## src/rtl/ram_stream_reader_if.sv

```systemverilog
// Read-port and output-stream bundle for ram_stream_reader.
// master = reader side (drives RAM read port and stream), slave = RAM/sink side.
interface ram_stream_reader_if #(
  parameter int WIDTH = 8,
  parameter int AW    = 4
);
  logic             re_enb;
  logic [AW-1:0]    rd_addr;
  logic [WIDTH-1:0] mem_data;
  logic             m_valid;
  logic [WIDTH-1:0] m_data;
  logic             m_last;
  logic             m_ready;

  modport master (
    output re_enb, rd_addr, m_valid, m_data, m_last,
    input  mem_data, m_ready
  );

  modport slave (
    input  re_enb, rd_addr, m_valid, m_data, m_last,
    output mem_data, m_ready
  );
endinterface

```

## src/rtl/ram_stream_reader.sv

```systemverilog
// Burst reader: turns one (base_addr, length) command into RAM reads and a valid/ready stream.
// Optional abort input is built only when RDR_ABORT_EN is defined.
module ram_stream_reader #(
  parameter int WIDTH = 8,
  parameter int DEPTH = 16,
  parameter int AW    = 4
) (
  input  logic          clock,
  input  logic          resetn,
  input  logic          start,
  input  logic [AW-1:0] base_addr,
  input  logic [AW:0]   length,
`ifdef RDR_ABORT_EN
  input  logic          abort,
`endif
  output logic          busy,
  output logic          done,
  ram_stream_reader_if.master bus
);

  typedef enum logic [1:0] {
    ST_IDLE  = 2'd0,
    ST_READ  = 2'd1,
    ST_DRAIN = 2'd2
  } state_t;

  localparam logic [AW:0] LEN_MAX  = (AW+1)'(DEPTH);
  localparam logic [AW:0] LEN_ONE  = (AW+1)'(1);
  localparam logic [AW:0] LEN_ZERO = (AW+1)'(0);

  state_t           state_r, state_s;
  logic [AW:0]      len_sat_s, left_r, left_s;
  logic [AW-1:0]    next_addr_r, next_addr_s, rd_addr_r, rd_addr_s;
  logic             re_enb_r, re_enb_s, re_last_r, re_last_s;
  logic             cap_r, cap_last_r;
  logic             busy_r, busy_s, done_r, done_s;
  logic [1:0]       occ_r, occ_s;
  logic [WIDTH-1:0] data_r [3];
  logic [WIDTH-1:0] data_s [3];
  logic [2:0]       last_r, last_s;
  logic             m_valid_r, m_last_r;
  logic             abort_req_s, abort_s, accept_s, zero_len_s;
  logic             pop_s, push_s, room_s, drained_s, issue_s;
  logic [2:0]       level_s;

`ifdef RDR_ABORT_EN
  assign abort_req_s = abort;
`else
  assign abort_req_s = 1'b0;
`endif

  assign abort_s    = abort_req_s & (state_r != ST_IDLE);
  assign accept_s   = (state_r == ST_IDLE) & start & ~abort_req_s;
  assign len_sat_s  = (length > LEN_MAX) ? LEN_MAX : length;
  assign zero_len_s = (len_sat_s == LEN_ZERO);
  assign pop_s      = m_valid_r & bus.m_ready;
  assign push_s     = cap_r & ~abort_s;

  // Buffered words plus both read-pipeline stages must never exceed the 3 slots.
  assign level_s    = {1'b0, occ_r} + {2'b00, re_enb_r} + {2'b00, cap_r} - {2'b00, pop_s};
  assign room_s     = (level_s < 3'd3);
  assign drained_s  = ~re_enb_r & ~cap_r & (occ_r == {1'b0, pop_s});
  assign issue_s    = accept_s ? ~zero_len_s : ((state_r == ST_READ) & ~abort_s & room_s);

  // FSM state register
  always_ff @(posedge clock or negedge resetn) begin
    if (!resetn) begin
      state_r <= ST_IDLE;
    end else begin
      state_r <= state_s;
    end
  end

  // FSM next-state logic
  always_comb begin
    state_s = state_r;
    case (state_r)
      ST_IDLE: begin
        if (accept_s & ~zero_len_s) begin
          state_s = (len_sat_s == LEN_ONE) ? ST_DRAIN : ST_READ;
        end else begin
          state_s = ST_IDLE;
        end
      end
      ST_READ: begin
        if (abort_s) begin
          state_s = ST_IDLE;
        end else if (issue_s & (left_r == LEN_ONE)) begin
          state_s = ST_DRAIN;
        end else begin
          state_s = ST_READ;
        end
      end
      ST_DRAIN: begin
        if (abort_s | drained_s) begin
          state_s = ST_IDLE;
        end else begin
          state_s = ST_DRAIN;
        end
      end
      default: state_s = ST_IDLE;
    endcase
  end

  // FSM outputs and read-address generation (next values of registered outputs)
  always_comb begin
    busy_s      = (state_s != ST_IDLE);
    done_s      = abort_s | (accept_s & zero_len_s) | ((state_r == ST_DRAIN) & drained_s);
    re_enb_s    = issue_s;
    rd_addr_s   = rd_addr_r;
    re_last_s   = 1'b0;
    left_s      = left_r;
    next_addr_s = next_addr_r;
    if (abort_s) begin
      left_s = LEN_ZERO;
    end else if (accept_s & ~zero_len_s) begin
      rd_addr_s   = base_addr;
      next_addr_s = base_addr + AW'(1);
      left_s      = len_sat_s - LEN_ONE;
      re_last_s   = (len_sat_s == LEN_ONE);
    end else if (issue_s) begin
      rd_addr_s   = next_addr_r;
      next_addr_s = next_addr_r + AW'(1);
      left_s      = left_r - LEN_ONE;
      re_last_s   = (left_r == LEN_ONE);
    end else begin
      left_s = left_r;
    end
  end

  // Control registers and the two-stage read-return pipeline
  always_ff @(posedge clock or negedge resetn) begin
    if (!resetn) begin
      busy_r      <= 1'b0;
      done_r      <= 1'b0;
      re_enb_r    <= 1'b0;
      re_last_r   <= 1'b0;
      rd_addr_r   <= {AW{1'b0}};
      next_addr_r <= {AW{1'b0}};
      left_r      <= LEN_ZERO;
      cap_r       <= 1'b0;
      cap_last_r  <= 1'b0;
    end else begin
      busy_r      <= busy_s;
      done_r      <= done_s;
      re_enb_r    <= re_enb_s;
      re_last_r   <= re_last_s;
      rd_addr_r   <= rd_addr_s;
      next_addr_r <= next_addr_s;
      left_r      <= left_s;
      cap_r       <= re_enb_r & ~abort_s;
      cap_last_r  <= re_last_r;
    end
  end

  // Shift FIFO: slot 0 is the stream output, so m_data never moves while stalled
  always_comb begin
    data_s = data_r;
    last_s = last_r;
    occ_s  = occ_r;
    if (abort_s) begin
      occ_s = 2'd0;
    end else begin
      if (pop_s) begin
        data_s[0] = data_r[1];
        data_s[1] = data_r[2];
        last_s    = {1'b0, last_r[2:1]};
        occ_s     = occ_r - 2'd1;
      end else begin
        occ_s = occ_r;
      end
      if (push_s) begin
        case (occ_s)
          2'd0: begin
            data_s[0] = bus.mem_data;
            last_s[0] = cap_last_r;
            occ_s     = 2'd1;
          end
          2'd1: begin
            data_s[1] = bus.mem_data;
            last_s[1] = cap_last_r;
            occ_s     = 2'd2;
          end
          2'd2: begin
            data_s[2] = bus.mem_data;
            last_s[2] = cap_last_r;
            occ_s     = 2'd3;
          end
          default: occ_s = 2'd3;
        endcase
      end else begin
        last_s = last_s;
      end
    end
  end

  // FIFO storage and registered stream outputs
  always_ff @(posedge clock or negedge resetn) begin
    if (!resetn) begin
      occ_r     <= 2'd0;
      last_r    <= 3'd0;
      data_r[0] <= {WIDTH{1'b0}};
      data_r[1] <= {WIDTH{1'b0}};
      data_r[2] <= {WIDTH{1'b0}};
      m_valid_r <= 1'b0;
      m_last_r  <= 1'b0;
    end else begin
      occ_r     <= occ_s;
      last_r    <= last_s;
      data_r[0] <= data_s[0];
      data_r[1] <= data_s[1];
      data_r[2] <= data_s[2];
      m_valid_r <= (occ_s != 2'd0);
      m_last_r  <= last_s[0] & (occ_s != 2'd0);
    end
  end

  assign bus.re_enb  = re_enb_r;
  assign bus.rd_addr = rd_addr_r;
  assign bus.m_valid = m_valid_r;
  assign bus.m_data  = data_r[0];
  assign bus.m_last  = m_last_r;
  assign busy        = busy_r;
  assign done        = done_r;

endmodule

```

## src/flat_wrapper.sv

```systemverilog
// flat-port wrapper written by rule: the top's interface ports become plain ports
module ram_stream_reader_flat 
#(
  parameter int WIDTH = 8,
  parameter int DEPTH = 16,
  parameter int AW    = 4
)
  (clock, resetn, start, base_addr, length, busy, done, bus_re_enb, bus_rd_addr, bus_m_valid, bus_m_data, bus_m_last, bus_mem_data, bus_m_ready);
  ram_stream_reader_if #(.WIDTH(WIDTH), .AW(AW)) bus_i ();
  input  logic clock;
  input  logic resetn;
  input  logic start;
  input  logic [AW-1:0] base_addr;
  input  logic [AW:0] length;
  output logic busy;
  output logic done;
  output wire logic [$bits(bus_i.re_enb)-1:0] bus_re_enb;
  output wire logic [$bits(bus_i.rd_addr)-1:0] bus_rd_addr;
  output wire logic [$bits(bus_i.m_valid)-1:0] bus_m_valid;
  output wire logic [$bits(bus_i.m_data)-1:0] bus_m_data;
  output wire logic [$bits(bus_i.m_last)-1:0] bus_m_last;
  input wire logic [$bits(bus_i.mem_data)-1:0] bus_mem_data;
  input wire logic [$bits(bus_i.m_ready)-1:0] bus_m_ready;
  assign bus_re_enb = bus_i.re_enb;
  assign bus_rd_addr = bus_i.rd_addr;
  assign bus_m_valid = bus_i.m_valid;
  assign bus_m_data = bus_i.m_data;
  assign bus_m_last = bus_i.m_last;
  assign bus_i.mem_data = bus_mem_data;
  assign bus_i.m_ready = bus_m_ready;
  ram_stream_reader #(.WIDTH(WIDTH), .DEPTH(DEPTH), .AW(AW)) u_core (.clock(clock), .resetn(resetn), .start(start), .base_addr(base_addr), .length(length), .busy(busy), .done(done), .bus(bus_i));
endmodule
```

## config.mk

```make
export PLATFORM = sky130hd
export DESIGN_NAME = ram_stream_reader_flat
export DESIGN_NICKNAME = d
export VERILOG_FILES = /design/src/rtl/ram_stream_reader_if.sv /design/src/rtl/ram_stream_reader.sv /design/src/flat_wrapper.sv
export SDC_FILE = /design/constraint.sdc
export NUM_CORES = 1
export LEC_CHECK = 0
export ABC_AREA = 1
export ABC_CLOCK_PERIOD_IN_PS = 5400
export CORE_ASPECT_RATIO = 1.2
export CORE_UTILIZATION = 59
export DETAILED_ROUTE_END_ITERATION = 8
export PLACE_DENSITY = 0.85
export SLEW_MARGIN = 10
export SYNTH_ARGS = -nofsm -noshare
export SYNTH_HDL_FRONTEND = slang
export SYNTH_SLANG_ARGS = --single-unit
```

## constraint.sdc

```tcl
create_clock -name clock -period 5.4 [get_ports clock]
set_clock_uncertainty 0.1 [all_clocks]
set_input_delay 1.35 -clock clock [delete_from_list [all_inputs] [get_ports clock]]
set_output_delay 1.35 -clock clock [all_outputs]
set_load 0.01 [all_outputs]
```

==> flow_summary.ini <==
[clock_tree]
cts-resized-gates = 0
path_clk_slew_ns = 0.10
cts-hold-fix-buffers = 0
max-clock-path-buffers = 2
cts_tree = yes
clock_latency_ns = 0.31
cts_sinks = 52
post_cts_buffers = 0
numCtsBuffers = 5
root_buffer = clkbuf_8
htree_levels = 2

[critical_path]
endpoint_kind = flip-flop
crit_arrival_ns = 4.22
crit_required_ns = 5.48
r2r_cells = 12
worstSetupEndpoint = u_core.busy
startpoint = bus_m_ready
critPathLaunchType = input port
regToRegSetupSlack_ns = 2.40
r2r_start = u_core.bus.m_valid
critical_path.max_fanout = 19
reg2reg_to = u_core.busy
critPathKind = input port to flip-flop

[sta]
slew_headroom_pct = 39.8
tightestPinTransition_ns = 0.900
hold_slack_ns = 0.275
setup_violations = 0
finalCriticalPeriod_ns = 4.13
fmax_mhz = 242
finalHoldViolations = 0
finalMaxSlewViolations = 0
finalCritPeriodShare_pct = 76.5
finalSetupTns_ns = 0
setup_slack_ns = 1.27
rsz0062_at_grt = no

[route]
ant_nets = 0
vias = 2180
wirelength_um = 5210
drt_pass1_iterations = 4
wl_per_cell_um = 12.6
dr.first_iter.drc_count = 139
drc_errors = 0
vias_per_cell = 5.27

[logic_synthesis]
synth_top_flop_cell = dfrtp_1
synth.most_common_cell = nand2_1
synth_edf_count = 0
syn-num-nets = 355
synth_area_leader_cell = dfrtp_1
synth_top_area_share_pct = 46.7
ys_seq_area_share_pct = 46.7
yosysWarnings = 0
ys_types = 35
synth_common_cells = nand2_1 (92), dfrtp_1 (52), inv_1 (32)
synth-seq-cells = 52
synth-async-reset-ratio_pct = 100
synth_area_per_cell_sq_um = 8.54
synthTopCellsByArea = dfrtp_1 (47%), nand2_1 (12%), nand3_1 (5.0%)
syn_inst = 326
syn-cell-area_sq_mm = 0.00279

[die]
fp.coreArea_sq_mm = 0.00456
start_util_pct = 61.1
dieArea_sq_mm = 0.00500
fp-row-count = 27
die_x_um = 64.7
fp.dieH_um = 77.3
ioPinCount = 38

[global_routing]
gr-usage-met2_pct = 41.3
grt_pass1_wl_um = 9210
overflow = 0
grt_util_met1_pct = 28.3
antenna_found_initial = 0
grt_pass1_vias = 2166
grt_max_degree = 53
use_met3_pct = 4.91
grt_usage_pct = 23.9
busiest_layer = met2

[power]
ir_drop_mv = 0.404
swShare_pct = 43.1
p_int_mw = 1.05
p_leak_nw = 1.56
cellPowerDensity_mw_per_mm2 = 574
clockPowerShare_pct = 12.3
pwr-share-comb_pct = 51.9
power_frac_seq_pct = 35.8
switchingPower_mw = 0.792
total_power_mw = 1.84

[cells_and_area]
fin_cells = 414
fin_nets = 384
finalInstanceArea_sq_mm = 0.00320
drive_above_1_share_pct = 10.1
final_util_pct = 70.3
syn_to_final_growth_pct = 15.0
diodes = 0

[placement]
post-dp-hpwl_um = 3770
placed_cell_area_sq_mm = 0.00311
gp_congestion = 0.835
portBuffers = 37
place_ws_ns = 0.949
dp_cells = 406

[hold_path]
hp-start = u_core.re_last_r
holdCritPathClass = flip-flop to flip-flop

[run_status]
status = complete, no violations

[job]
cap_violations = 0
[power by group through the flow]
stage	registers, mW	logic (mW)	clock network, mW
floorplan	0.648	0.763	0
finish	0.658	0.955	0.226
CTS	0.660	0.963	0.232
global placement	0.662	0.922	0
detailed placement	0.666	0.959	0
global route	0.677	1.08	0.250
[worst min path at each step]
| stage | slack [ns] | cells past startpoint | endpoint |
|---|---|---|---|
| floorplan | 0.23 | 0 | u_core.cap_last_r |
| detailed placement | 0.24 | 0 | u_core.cap_last_r |
| global placement | 0.23 | 0 | u_core.cap_last_r |
| CTS | 0.28 | 0 | u_core.cap_last_r |
| global route | 0.31 | 0 | u_core.cap_last_r |
| finish | 0.28 | 0 | u_core.cap_last_r |
[layer usage]
metal  part of all wire, %  up-vias
met5                     0        -
met1                    43     1034
met3                   2.8        9
met2                    52       41
li1                      -     1096
met4                   2.0        0
[worst max-delay path: stages]
cell,delay [ns]
clkdlybuf4s50_1,0.45
nand2_1,0.07
inv_2,0.21
ha_1,0.30
fa_1,0.38
inv_1,0.08
fa_1,0.41
nand2_1,0.09
nand2_1,0.09
o21ai_4,0.39
nand2_1,0.10
a21oi_1,0.19
nand3_1,0.10
[registers in the layout (all words and copies together), names as in the netlist]
register and count:
u_core.bus.m_data 8, u_core.bus.m_last 1, u_core.bus.m_valid 1, u_core.bus.rd_addr 4, u_core.bus.re_enb 1, u_core.busy 1
u_core.cap_last_r 1, u_core.cap_r 1, u_core.data_r 16, u_core.done 1, u_core.last_r 3, u_core.left_r 5
u_core.next_addr_r 4, u_core.occ_r 2, u_core.re_last_r 1, u_core.state_r 2
[cell type report]
class,instances,area [sq um]
Clock buffer,5,68.8
Clock inverter,3,21.3
Fill cell,378,1360
Inverter,36,138
Multi-Input combinational cell,221,1220
Sequential cell,52,1300
Tap cell,58,72.6
Timing Repair Buffer,39,380
[placed cells by master (no fill, tap or decap), drive strengths merged]
master,synthesis,layout
a21oi,5,5
a31oi,8,8
and2,1,1
buf,15,3
clkbuf,2,5
clkdlybuf4s50,0,36
clkinv,0,1
clkinvlp,0,1
dfrtp,52,52
fa,2,2
ha,6,6
inv,36,37
mux2i,7,7
nand2,98,98
nand3,28,28
nand3b,2,2
nand4,1,1
nor2,26,26
nor3,2,2
o211ai,3,3
o21a,1,1
o21ai,24,24
o21bai,1,1
o22ai,1,1
xor2,5,5
[logic make-up (layout without fill, tap and decap cells)]
logic type / after synthesis / in the layout / share of synthesized area [%]
fa+ha+maj: 8 / 8 / 4.13
buf+inv: 53 / 83 / 9.39
mux: 7 / 7 / 2.52
compound gates: 43 / 43 / 10.2
xor+xnor: 5 / 5 / 1.84
flops: 52 / 52 / 46.7
simple gates: 158 / 158 / 25.2
No activity file was read; power rests on OpenSTA's default activity.
